===== src/rtl/ids_dma_pkg.sv =====
// ids_dma_pkg: shared DMA state encoding, bus size constant and region map nibbles.
package ids_dma_pkg;
   typedef enum logic [2:0] {IDLE, RD, RD_DRAIN, WR, DONE} dma_state_e;
   localparam logic [3:0] SIZE_FULL  = 4'hf;
   localparam logic [3:0] REGION_BUF = 4'h2;
   localparam logic [3:0] REGION_PIM = 4'h4;
endpackage


===== src/rtl/ids_dma_buf.sv =====
// ids_dma_buf: burst staging buffer, synchronous write, combinational read.
module ids_dma_buf
   import ids_dma_pkg::*;
#(
   parameter int BURST_LEN = 4,
   parameter int PW = (BURST_LEN > 1) ? $clog2(BURST_LEN) : 1
) (
   input  logic          i_clk,
   input  logic          i_we,
   input  logic [PW-1:0] i_waddr,
   input  logic [31:0]   i_wdata,
   input  logic [PW-1:0] i_raddr,
   output logic [31:0]   o_rdata
);
   logic [31:0] mem_q [BURST_LEN];
   always_ff @(posedge i_clk) begin
      if (i_we) mem_q[i_waddr] <= i_wdata;
   end
   assign o_rdata = mem_q[i_raddr];
endmodule


===== src/rtl/ids_dma_master.sv =====
// ids_dma_master: bus-initiator DMA copying words in read-burst / write-burst pairs.
module ids_dma_master
   import ids_dma_pkg::*;
#(
   parameter int BURST_LEN = 4,
   parameter int LEN_W = 16
) (
   input  logic             i_clk,
   input  logic             i_rst,
   input  logic             i_start,
   input  logic [31:0]      i_src_addr,
   input  logic [31:0]      i_dst_addr,
   input  logic [LEN_W-1:0] i_len,
   output logic             o_busy,
   output logic             o_done,
   output logic             o_req,
   input  logic             i_gnt,
   output logic [31:0]      o_addr,
   output logic             o_write,
   output logic             o_read,
   output logic [3:0]       o_size,
   output logic [31:0]      o_wdata,
   input  logic [31:0]      i_rdata
);
   localparam int PW = (BURST_LEN > 1) ? $clog2(BURST_LEN) : 1;
   localparam int CW = $clog2(BURST_LEN + 1);
   dma_state_e       state_q, state_d;
   logic [31:0]      src_q, src_d, dst_q, dst_d;
   logic [LEN_W-1:0] rem_q, rem_d, rem_next;
   logic [CW-1:0]    burst_q, burst_d, beat_q, beat_d;
   logic [PW-1:0]    rd_ptr_q, rd_ptr_d;
   logic             rd_vld_q;
   logic             rd_acc, wr_acc, beat_last;
   logic [31:0]      buf_rdata;
   function automatic logic [CW-1:0] burst_of(input logic [LEN_W-1:0] n);
      return (n < LEN_W'(BURST_LEN)) ? CW'(n) : CW'(BURST_LEN);
   endfunction
   assign rd_acc    = (state_q == RD) && i_gnt;
   assign wr_acc    = (state_q == WR) && i_gnt;
   assign beat_last = beat_q == burst_q - 1'b1;
   assign rem_next  = rem_q - 1'b1;
   always_comb begin
      state_d  = state_q;
      src_d    = src_q;
      dst_d    = dst_q;
      rem_d    = rem_q;
      burst_d  = burst_q;
      beat_d   = beat_q;
      rd_ptr_d = rd_vld_q ? rd_ptr_q + 1'b1 : rd_ptr_q;
      unique case (state_q)
         IDLE: if (i_start) begin
            src_d    = i_src_addr;
            dst_d    = i_dst_addr;
            rem_d    = i_len;
            burst_d  = burst_of(i_len);
            beat_d   = '0;
            rd_ptr_d = '0;
            state_d  = (i_len == '0) ? DONE : RD;
         end
         RD: if (rd_acc) begin
            src_d   = src_q + 32'd4;
            beat_d  = beat_last ? '0 : beat_q + 1'b1;
            state_d = beat_last ? RD_DRAIN : RD;
         end
         RD_DRAIN: state_d = WR;
         WR: if (wr_acc) begin
            dst_d  = dst_q + 32'd4;
            rem_d  = rem_next;
            beat_d = beat_last ? '0 : beat_q + 1'b1;
            if (beat_last) begin
               state_d  = (rem_next == '0) ? DONE : RD;
               burst_d  = burst_of(rem_next);
               rd_ptr_d = '0;
            end
         end
         DONE: state_d = IDLE;
         default: state_d = IDLE;
      endcase
   end
   always_ff @(posedge i_clk) begin
      if (i_rst) begin
         state_q  <= IDLE;
         src_q    <= '0;
         dst_q    <= '0;
         rem_q    <= '0;
         burst_q  <= '0;
         beat_q   <= '0;
         rd_ptr_q <= '0;
         rd_vld_q <= 1'b0;
      end else begin
         state_q  <= state_d;
         src_q    <= src_d;
         dst_q    <= dst_d;
         rem_q    <= rem_d;
         burst_q  <= burst_d;
         beat_q   <= beat_d;
         rd_ptr_q <= rd_ptr_d;
         rd_vld_q <= rd_acc;
      end
   end
   // read data lands one cycle after its beat; the drain state exists to catch the last one
   ids_dma_buf #(.BURST_LEN(BURST_LEN), .PW(PW)) u_buf (
      .i_clk  (i_clk),
      .i_we   (rd_vld_q),
      .i_waddr(rd_ptr_q),
      .i_wdata(i_rdata),
      .i_raddr(beat_q[PW-1:0]),
      .o_rdata(buf_rdata)
   );
   assign o_req   = (state_q == RD) || (state_q == WR);
   assign o_read  = state_q == RD;
   assign o_write = state_q == WR;
   assign o_addr  = o_read ? src_q : o_write ? dst_q : '0;
   assign o_wdata = o_write ? buf_rdata : '0;
   assign o_size  = o_req ? SIZE_FULL : '0;
   assign o_busy  = (state_q == RD) || (state_q == RD_DRAIN) || (state_q == WR);
   assign o_done  = state_q == DONE;
endmodule


===== config.mk =====
export PLATFORM = sky130hd
export DESIGN_NAME = ids_dma_master
export DESIGN_NICKNAME = d
export VERILOG_FILES = /design/src/rtl/ids_dma_pkg.sv /design/src/rtl/ids_dma_buf.sv /design/src/rtl/ids_dma_master.sv
export SDC_FILE = /design/constraint.sdc
export NUM_CORES = 1
export LEC_CHECK = 0
export CORE_ASPECT_RATIO = 1.75
export CORE_MARGIN = 10
export CORE_UTILIZATION = 35
export CTS_BUF_LIST = sky130_fd_sc_hd__clkbuf_8 sky130_fd_sc_hd__clkbuf_16
export CTS_CLUSTER_DIAMETER = 80
export CTS_CLUSTER_SIZE = 40
export DETAILED_ROUTE_END_ITERATION = 12
export GPL_TIMING_DRIVEN = 1
export PLACE_DENSITY_LB_ADDON = 0.2
export SYNTH_ARGS = -nofsm -noshare
export SYNTH_HDL_FRONTEND = slang
export SYNTH_HIERARCHICAL = 1
export SYNTH_SLANG_ARGS = --single-unit

===== constraint.sdc =====
create_clock -name i_clk -period 9.3 [get_ports i_clk]
set_input_delay 1.86 -clock i_clk [delete_from_list [all_inputs] [get_ports i_clk]]
set_output_delay 1.86 -clock i_clk [all_outputs]
set_load 0.005 [all_outputs]

==> impl_metrics.tcl <==
set metrics [dict create \
    status "completed" \
    fin_setup_tns_ns 0 \
    viasPerCell 5.63 \
    cts_buffers 11 \
    hold_viol 0 \
    fmax_mhz 200 \
    power.leakage_nw 4.32 \
    ir_drop_mv 0.147 \
    postSynthAreaPerCell_sq_um 10.6 \
    worst_pin_slew_ns 0.939 \
    port_buffers 188 \
    ys_warn_count 6 \
    synthToLayoutAreaGrowth_pct 21.6 \
    drive_above_1_share_pct 7.12 \
    antenna_found_initial 7 \
    grtUsageTotal_pct 16.2 \
    wirelength_mm 33.4 \
    slew-limit-headroom_pct 37.4 \
    finish.net_count 1313 \
    min_path_type "flip-flop to flip-flop" \
    fp-row-count 86 \
    fin_worst_skew_ns 0.0215 \
    crit_type "flip-flop to output port" \
    wl_per_cell_um 21.0 \
    cts_hold_buf 0 \
    synth.net_count 1187 \
    die_h_um 257 \
    cts_resized 0 \
    powerDensity_mw_per_mm2 145 \
    rsz0062_at_grt "false" \
    dr.pass1.iters 6 \
    worstSetupStartpointType "flip-flop" \
    ant_nets 0 \
    cp_slowest_cell "inv_2" \
    path_delay_family "buffers and inverters" \
    required_ns 7.44 \
    grt_overflow_total 0 \
    pre_cts_slack_ns 4.70 \
    ff2ff_setup_slack_ns 6.37 \
    grt_pass1_wl_mm 52.8 \
    drv_slew 0 \
    dp_hpwl_mm 23.8 \
    worstPathArrival_ns 3.15 \
    critPathMaxStageDelay_ns 0.71 \
    clock_sinks 220 \
    synth_edf_count 128 \
    clockBufferDepth 3 \
    syn-instance-count 1065 \
    drtIter0Drc 567 \
    clock_latency_ns 0.49 \
    cp.buffers_inverters 3 \
    path_cells "nand3b_1 > inv_2 > buf_4 > and2_1 > clkdlybuf4s50_1" \
    initial_core_util_pct 35.6 \
    grt_max_degree 70 \
    yosysUniqueCellTypes 84 \
    io-pin-count 189 \
    period_share_pct 53.8 \
    place_congestion 0.891 \
    core_area_sq_mm 0.0316 \
    setup_viol 0 \
    die_w_um 156 \
    num_vias 8953 \
    htree_num_levels 1 \
    grt_pass1_vias 9172 \
    finalWorstSetupSlack_ns 4.29 \
    syn_area_sq_mm 0.0113 \
    yosys_register_bits 220 \
    drv_cap 0 \
    ys.flop_type "edfxtp_1" \
    post-route-util_pct 43.2 \
    async_flop_share_pct 0 \
    cts_root_buf "clkbuf_16" \
    ys_seq_area_share_pct 50.5 \
    drc_errors 0 \
    period_minus_slack_ns 5.01 \
    cts_tree "built" \
    cts_setup_buffers 0 \
    crit_path_end_kind "output port" \
    crit_fanout 51 \
    path_clk_slew_ns 0.13 \
    die_area_sq_mm 0.0400 \
]
## area by class of cell
cell class	count	area [sq um]
multi-input cells	741	5080
flip-flops and latches	220	5690
repair buffers	201	1970
diodes	1	2.50
fillers	3012	18000
inverters	16	60.1
clock inverters	5	103
well taps	396	495
clock buffers	11	275
## final timing paths
check                          startpoint                      to  cells past startpoint
setup / recovery  state_q[0]$_SDFFE_PP0P_              o_wdata[2]                      5
hold / removal      dst_q[1]$_SDFFE_PP0P_   dst_q[1]$_SDFFE_PP0P_                      2
setup reg to reg  state_q[1]$_SDFFE_PP0P_  dst_q[15]$_SDFFE_PP0P_                      6
hold reg to reg     dst_q[1]$_SDFFE_PP0P_   dst_q[1]$_SDFFE_PP0P_                      2
## worst register-to-register path, cell delays in order (launching register included)
cell	delay (ns)
dfxtp_2	0.35
buf_4	0.52
and4b_1	0.57
or2_1	0.34
buf_4	0.53
a21oi_1	0.15
a2111oi_0	0.37
## report_power, final
part / switching (mW) / leakage [nW] / total (mW) / internal, mW
combinational: 0.138 / 2.22 / 0.276 / 0.137
clock: 0.352 / 0.181 / 0.595 / 0.243
sequential: 0.0473 / 1.91 / 1.11 / 1.06
## cell families (layout without fill, tap and decap cells)
logic type | after synthesis | count (layout) | synth area share, %
other | 0 | 1 | 0
adders and majority gates | 6 | 6 | 0.667
buffers and inverters | 104 | 233 | 4.41
AOI/OAI and AO/OA | 252 | 252 | 14.6
xor gates and xnor gates | 9 | 9 | 0.834
muxes | 74 | 74 | 10.2
and+or+nand+nor | 400 | 400 | 18.7
DFF | 220 | 220 | 50.5
## placed cells by master, fill, tap and decap left out, drive strengths merged, types with 17 or more instances in the layout
| cell type | instances |
|---|---|
| clkdlybuf4s50 | 187 |
| edfxtp | 128 |
| nor2 | 103 |
| dfxtp | 92 |
| nand2 | 76 |
| a21oi | 64 |
| o21ai | 60 |
| and2 | 46 |
| mux2i | 41 |
| nand3 | 39 |
| mux4 | 32 |
| nor3 | 28 |
| a211oi | 21 |
| nor4 | 21 |
| inv | 19 |
| nand4 | 17 |
## per-layer routing
metal	vias to the layer above	global-route usage [%]	routed length [um]	share of wire (%)
li1	4298	-	-	-
met1	4331	18.7	13000	39
met2	252	28.9	17400	52
met3	60	3.42	2080	6.2
met4	12	5.14	877	2.6
met5	-	0	97	0.29
## registers in the layout, indices dropped and copies added (netlist names)
signal,flops
beat_q,3
burst_q,3
dst_q,32
rd_ptr_q,2
rd_vld_q,1
rem_q,16
src_q,32
state_q,3
u_buf/mem_q,128
## metrics by stage
| step | cells | instance area (sq um) | hold slack, ns | total power, mW |
|---|---|---|---|---|
| floorplan | 1065 | 11300 | 0.432 | 1.28 |
| global placement | 1574 | 13300 | 0.439 | 1.41 |
| detailed placement | 1574 | 13300 | 0.447 | 1.41 |
| CTS | 1590 | 13700 | 0.465 | 2.01 |
| global route | 1590 | 13700 | 0.483 | 2.07 |
| finish | 1591 | 13700 | 0.466 | 1.98 |
## synth_stat cells, types with 7 or more instances
cell type,count,area [sq um]
a211oi_1,21,158
a21oi_1,64,320
a22oi_1,10,75.1
a311oi_1,8,70.1
a31oi_1,9,56.3
and2_1,42,263
and3_1,15,93.8
and4_1,9,78.8
buf_2,19,95.1
clkbuf_1,53,199
dfxtp_1,92,1840
edfxtp_1,128,3840
inv_1,14,52.6
mux2i_1,41,410
mux4_2,30,676
nand2_1,75,282
nand2b_1,7,43.8
nand3_1,39,195
nand4_1,15,93.8
nor2_1,102,383
nor3_1,27,135
nor4_1,17,106
o21ai_0,41,205
o21ai_1,19,95.1
o22ai_1,9,56.3
o31ai_1,13,97.6
or3_1,9,56.3
xnor2_1,7,61.3
No activity file was read; power rests on OpenSTA's default activity.
